File: config.mk
export PLATFORM = sky130hd
export DESIGN_NAME = alu_ctrl_seq
export DESIGN_NICKNAME = d
export VERILOG_FILES = /design/src/rtl/alu_ctrl_seq.sv
export SDC_FILE = /design/constraint.sdc
export NUM_CORES = 1
export LEC_CHECK = 0
export CORE_MARGIN = 2
export CORE_UTILIZATION = 39
export DETAILED_ROUTE_END_ITERATION = 16
export PLACE_DENSITY = 0.79
export SLEW_MARGIN = 5
export SYNTH_ARGS = -nofsm -noshare
export SYNTH_HDL_FRONTEND = slang
export SYNTH_SLANG_ARGS = --single-unit
File: constraint.sdc
create_clock -name clk -period 1.6 [get_ports clk]
set_clock_uncertainty 0.15 [all_clocks]
set_input_delay 0.32 -clock clk [delete_from_list [all_inputs] [get_ports clk]]
set_output_delay 0.32 -clock clk [all_outputs]
set_load 0.02 [all_outputs]
File: src/rtl/alu_ctrl_seq.sv
// alu_ctrl_seq: ALU control for the 32-bit MIPS datapath.
// Decodes ALUOp/funct into an ALU select code and sequences the multi-cycle
// MUL/DIV operations: the select code is held while the operation runs, its
// latency is counted down, and further issue is stalled until it completes.
module alu_ctrl_seq #(
  parameter int CTRL_W     = 4,
  parameter int MUL_CYCLES = 4,
  parameter int DIV_CYCLES = 32,
  parameter int CNT_W      = 6
) (
  input  logic              clk,
  input  logic              rst_n,
  input  logic              op_valid,
  output logic              op_ready,
  input  logic [1:0]        alu_op,
  input  logic [5:0]        funct,
  input  logic              flush,
  output logic [CTRL_W-1:0] alu_sel,
  output logic              sel_valid,
  output logic              multi_busy,
  output logic              illegal,
  output logic              stall
);

  localparam logic [0:0] IDLE = 1'b0;
  localparam logic [0:0] BUSY = 1'b1;

  // Counter load values: the counter starts at latency-1 and the op
  // completes on the edge where it steps from 1 down to 0.
  localparam logic [CNT_W-1:0] MUL_LAST = CNT_W'(MUL_CYCLES - 1);
  localparam logic [CNT_W-1:0] DIV_LAST = CNT_W'(DIV_CYCLES - 1);
  localparam logic [CNT_W-1:0] CNT_ONE  = CNT_W'(1);

  logic [0:0]       state;
  logic [CNT_W-1:0] cnt;
  logic [3:0]       dec_sel;
  logic             dec_illegal;
  logic             dec_mul;
  logic             dec_div;
  logic             go_busy;
  logic [CNT_W-1:0] busy_cnt;
  logic             accept;
  logic             unused_funct_hi;

  // The upper funct bits do not take part in the decode.
  assign unused_funct_hi = ^funct[5:4];

  assign op_ready = (state == IDLE) & ~flush;
  assign accept   = op_valid & op_ready;
  assign stall    = op_valid & ~op_ready;

  // Translate ALUOp/funct into the 4-bit select code and classify the op.
  always_comb begin
    dec_sel     = 4'b0000;
    dec_illegal = 1'b0;
    dec_mul     = 1'b0;
    dec_div     = 1'b0;
    case (alu_op)
      2'b00:   dec_sel = 4'b0010;
      2'b01:   dec_sel = 4'b0110;
      default: begin
        case (funct[3:0])
          4'b0000: dec_sel = 4'b0010;
          4'b0010: dec_sel = 4'b0110;
          4'b0100: dec_sel = 4'b0000;
          4'b0101: dec_sel = 4'b0001;
          4'b0110: dec_sel = 4'b0100;
          4'b0111: dec_sel = 4'b0011;
          4'b1010: dec_sel = 4'b0111;
          4'b1000: begin
            dec_sel = 4'b1010;
            dec_mul = 1'b1;
          end
          4'b1111: begin
            dec_sel = 4'b1111;
            dec_div = 1'b1;
          end
          default: dec_illegal = 1'b1;
        endcase
      end
    endcase
  end

  // Decide whether the decoded op needs the multi-cycle sequencer and with
  // what counter start value; a latency of 1 behaves like a plain ALU op.
  always_comb begin
    go_busy  = 1'b0;
    busy_cnt = '0;
    if (dec_mul && (MUL_CYCLES > 1)) begin
      go_busy  = 1'b1;
      busy_cnt = MUL_LAST;
    end else if (dec_div && (DIV_CYCLES > 1)) begin
      go_busy  = 1'b1;
      busy_cnt = DIV_LAST;
    end
  end

  // IDLE/BUSY sequencer: flush aborts anything in flight, IDLE issues ops,
  // BUSY counts down and fires sel_valid when the latency has elapsed.
  always_ff @(posedge clk or negedge rst_n) begin
    if (!rst_n) begin
      state      <= IDLE;
      cnt        <= '0;
      alu_sel    <= '0;
      sel_valid  <= 1'b0;
      multi_busy <= 1'b0;
      illegal    <= 1'b0;
    end else if (flush) begin
      state      <= IDLE;
      cnt        <= '0;
      sel_valid  <= 1'b0;
      multi_busy <= 1'b0;
    end else if (state == IDLE) begin
      if (accept) begin
        alu_sel <= CTRL_W'(dec_sel);
        illegal <= dec_illegal;
        if (go_busy) begin
          state      <= BUSY;
          cnt        <= busy_cnt;
          multi_busy <= 1'b1;
          sel_valid  <= 1'b0;
        end else begin
          sel_valid <= 1'b1;
        end
      end else begin
        sel_valid <= 1'b0;
      end
    end else begin
      if (cnt == CNT_ONE) begin
        state      <= IDLE;
        cnt        <= '0;
        multi_busy <= 1'b0;
        sel_valid  <= 1'b1;
      end else begin
        cnt       <= cnt - CNT_ONE;
        sel_valid <= 1'b0;
      end
    end
  end

endmodule

# After elaboration in Yosys (flattened, before gate mapping)

Index checks and enable logic that the tools add are counted.

Output and inout port bits: 9
Bits of input ports: 12
Logic and storage cells: 65
Register bits after elaboration: 14

Bitwise gates (word level): 6
Mux-type cells: 32
Reductions and logical operators: 9
$add $sub $neg: 1
Equality and inequality tests: 11

Operator list:

| operator              | number |
|---|---|
| $pmux W4 S8           | 1 |
| $mux W6               | 5 |
| $mux W1               | 23 |
| $eq A4 B3 Y1 const B  | 4 |
| $eq A4 B4 Y1 const B  | 3 |
| $mux W5               | 2 |
| $reduce_or A9 Y1      | 1 |
| $pmux W4 S2           | 1 |
| $eq A6 B1 Y1 const B  | 1 |
| $reduce_and A3 Y1     | 2 |
| $reduce_bool A3 Y1    | 2 |
| $sub A6 B1 Y6 const B | 1 |
| $eq A4 B2 Y1 const B  | 1 |
| $logic_not A4 Y1      | 1 |
| $and A1 B1 Y1         | 3 |
| $ne A3 B2 Y1 const B  | 1 |
| $not A1 Y1            | 3 |
| $eq A2 B1 Y1 const B  | 1 |
| $logic_not A2 Y1      | 1 |
| $reduce_and A2 Y1     | 1 |
| $reduce_or A2 Y1      | 1 |

# Logic depth before layout (Yosys ltp)

Depth in word-level cells: 9
Mapped depth: 6
Gate-level depth less buffers: 6

# Least setup slack after synthesis

OpenSTA, ideal clock, no wires.

Path kind: flip-flop to flip-flop
Start: reg cnt[1]
End: reg cnt[2]
Library setup time: 0.119 ns
Path buffers: 0
Path slack: -0.058 ns
Data arrival time: 1.389 ns
Clock period less this slack: 1.658 ns
Stages on the path, launching flop included: 7
Required time: 1.331 ns
Cells stage by stage: dfrtp_1 -> inv_1 -> ha_1 -> nor3b_1 -> a21oi_1 -> o31ai_1 -> a21bo_1

Longest elaborated chain between the ends: 4
Elaborated cells on any way between the ends: 5
Those cells by class: add/sub: 1; eq/ne: 1; mux: 3

Ends and longest elaborated chain:

| what                                          | line     | source |
|---|---|---|
| start, declared                               | 35       | `logic [CNT_W-1:0] cnt;` |
| start signal, assigned                        | 119      | `cnt <= busy_cnt;` |
| start signal, assigned                        | 135      | `cnt <= cnt - CNT_ONE;` |
| $sub A6 B1 Y6 or $eq A6 B1 Y1 (tied branches) | 135, 129 |  |
| $mux W6 *                                     | 129      | `if (cnt == CNT_ONE) begin` |
| $mux W6 *                                     | 113      | `end else if (state == IDLE) begin` |
| $mux W6 *                                     | 108      | `end else if (flush) begin` |

Every way passes the cells marked *; elsewhere a longest branch is shown, timed or not.
A chain may end at the register's enable or synchronous reset.

# Final worst setup path

Start: reg cnt[0]
End: reg cnt[5]

Same word-level chain as after synthesis.

==> results.py <==
metrics = {
    "critical_path": {
        "worst_r2r_path_depth": 4,
        "r2r-start": "cnt[0]",
        "worstPathArrival_ns": 1.68,
        "cp_slowest_cell": "or4_4",
        "cp-end-kind": "register",
        "critPathKind": "reg -> reg",
        "crit_buf_inv": 0,
        "cp-start-kind": "register",
        "reg2reg_slack_ns": -0.07,
        "worstPathRequired_ns": 1.62,
        "critical_path.max_stage_delay_ns": 0.56,
        "crit_fanout": 5,
        "timing.critical_path.cells": "or4_4 > nor2_4 > mux2i_1 > o22ai_2",
        "cp-startpoint": "cnt[0]",
        "worst_r2r_endpoint": "cnt[5]",
        "crit_family": "simple AND/OR/NAND/NOR gates",
    },
    "clocking": {
        "h-tree-depth": 1,
        "cts_tree": "done",
        "ctsRootBufferMaster": "clkbuf_4",
        "clkSlewWorstSetupHoldPaths_ns": 0.08,
        "cts_hold_buf": 0,
        "cts_buffers": 3,
        "clk-insertion-delay-late_ns": 0.28,
        "cts_buffer_depth": 2,
        "cts.sinks": 14,
    },
    "pwr": {
        "p_per_area_nw_per_um2": 669,
        "p_leak_nw": 0.651,
        "ir_worst_vdd_mv": 0.544,
    },
    "routing": {
        "drc": 0,
        "drt-pass1-iter-count": 4,
        "wl_per_cell_um": 13.0,
        "vias": 840,
        "viasPerCell": 5.03,
        "antenna_left": 0,
        "wirelength_um": 2170,
        "drt_iter0_markers": 11,
    },
    "job": {
        "drv_cap": 0,
    },
    "sta": {
        "fmax_mhz": 600,
        "hold_viol": 0,
        "setup_violations": 3,
        "fin_crit_sh_pct": 104,
        "timing.hold.ws_ns": 0.211,
        "slew_viol_final": 0,
        "worst_slew_pin_slew_ns": 0.286,
        "rsz0062_at_grt": "yes",
        "period_needed_ns": 1.67,
        "relSlewSlack_pct": 80.7,
        "setup_ws_ns": -0.0669,
    },
    "yosys": {
        "synth_cells": 93,
        "netlist_area_um2": 852,
        "yosys.area.top_type_share_pct": 41.1,
        "synth_edf_count": 0,
        "ys.flop_type": "dfrtp_1",
        "avgSynthCellArea_um2": 9.16,
        "ys_top_cells_by_area": "dfrtp_1 (41%), nand2_1 (5.3%), ha_1 (2.9%)",
        "synth-seq-cells": 14,
        "yosysSeqAreaShare_pct": 41.1,
        "synthArstFlopShare_pct": 100,
        "syn_nets": 107,
        "synth_area_leader_cell": "dfrtp_1",
        "synth_warnings": 0,
        "synth_cell_types": 36,
    },
    "placement": {
        "dp_cells": 157,
        "post-place-ws_ns": -0.516,
        "io_buffers": 18,
        "dp_hpwl_um": 1670,
        "gp_congestion": 0.861,
    },
    "cells_and_area": {
        "final_cells": 167,
        "diodes": 0,
        "multi_input_area_um2": 522,
        "layout-drive-gt1-share_pct": 36.4,
        "regArea_um2": 352,
        "area_growth_pct": 56.5,
        "fillers": 157,
        "final_nets": 155,
    },
    "global_routing": {
        "track_usage_pct": 19.5,
        "antenna_found_initial": 0,
        "grt_pass1_wl_um": 3760,
        "grt_pass1_vias": 836,
        "grt_overflow": 0,
        "grt_max_degree": 15,
    },
    "floorplanning": {
        "core_um2": 2000,
        "rows": 16,
        "start_util_pct": 42.6,
        "die_w_um": 50.7,
        "die_area_um2": 2570,
        "fp.dieH_um": 50.7,
        "pin_count": 21,
    },
    "status": {
        "violations": "setup timing",
        "status": "complete, but fails checks",
    },
    "min_path": {
        "hp-class": "in -> async",
    },
}
## layer usage
| layer | part of all wire (%) | GRT usage (%) | up-vias |
|---|---|---|---|
| met5 | 0 | 0 | - |
| met4 | 1.2 | 5.41 | 0 |
| met3 | 2.5 | 4.46 | 4 |
| met2 | 51 | 32.5 | 13 |
| met1 | 45 | 25.3 | 393 |
| li1 | - | - | 430 |
## final cells by class
cell class	instances	area share (%)
timing repair buffer	46	27.9
sequential	14	26.4
clock buffer	4	2.72
multi-input combinational	71	39.1
tap	27	2.53
inverter	5	1.41
## placed cells by master (no fill, tap or decap), drive strengths merged, types with 2 or more instances in the layout
master	count
ha	2
a21oi	4
buf	30
a211oi	2
o21ai	8
nand3	3
a21o	2
clkbuf	4
dlygate4sd2	11
nor2	8
nand2b	3
nor3b	2
nand2	12
o22ai	2
inv	5
nor2b	3
a22o	2
nor3	5
dfrtp	14
clkdlybuf4s50	4
## repair_timing
item	CTS	global route
resized for setup	31	5
setup endpoints to repair	15	6
buffers inserted	4	2
pin swaps	4	2
gates cloned	0	0
## metrics by stage
step / setup TNS [ns] / total power [mW] / area, um2 / util [%]
4_1_cts: -0.0824 / 0.895 / 1290 / 64.7
2_1_floorplan: -0.00537 / 0.514 / 857 / -
5_1_grt: -0.331 / 0.947 / 1330 / 66.6
3_5_place_dp: -4.33 / 0.642 / 1210 / 60.4
6_report: -0.0908 / 0.893 / 1330 / 66.6
3_3_place_gp: -3.83 / 0.632 / 1210 / 60.4
## synthesized netlist by cell type (2+ instances only)
cell type,instances
nand2_1,12
nor2_1,6
a22o_1,2
o21ai_0,4
a21o_1,2
a21oi_1,4
buf_4,2
dfrtp_1,14
nor3_1,4
nand2b_1,3
inv_1,5
a211oi_1,2
ha_1,2
o21ai_1,4
nand3_1,3
nor3b_1,2
nor2b_1,3
## power by group
group          leakage, nW  switching, mW  internal (mW)  total, mW
combinational        0.443          0.125          0.127      0.252
clock               0.0210          0.110          0.138      0.249
sequential           0.187         0.0153          0.376      0.391
total                0.651          0.251          0.642      0.893
## state kept, by name, summed over array words and instances (netlist names)
name        flops
sel_valid       1
cnt             6
alu_sel         4
multi_busy      1
state           1
illegal         1
## how the worst max path moves through the flow
stage	endpoint	slack, ns	depth (start not counted)
after floorplan	cnt[5]	-0.005	4
after global placement	stall	-0.50	4
after detailed placement	stall	-0.52	4
after CTS	cnt[5]	-0.07	4
after global routing	cnt[5]	-0.14	4
final	cnt[5]	-0.07	4
## cells by family after synthesis
logic type / Yosys count / synth area share [%]
xor gates and xnor gates: 1 / 1.03
muxes: 1 / 1.17
AOI/OAI and AO/OA: 28 / 23.3
and+or+nand+nor: 39 / 25.1
buffers and inverters: 8 / 5.29
DFF: 14 / 41.1
adders and majority gates: 2 / 2.94
No activity file was read; power rests on OpenSTA's default activity.
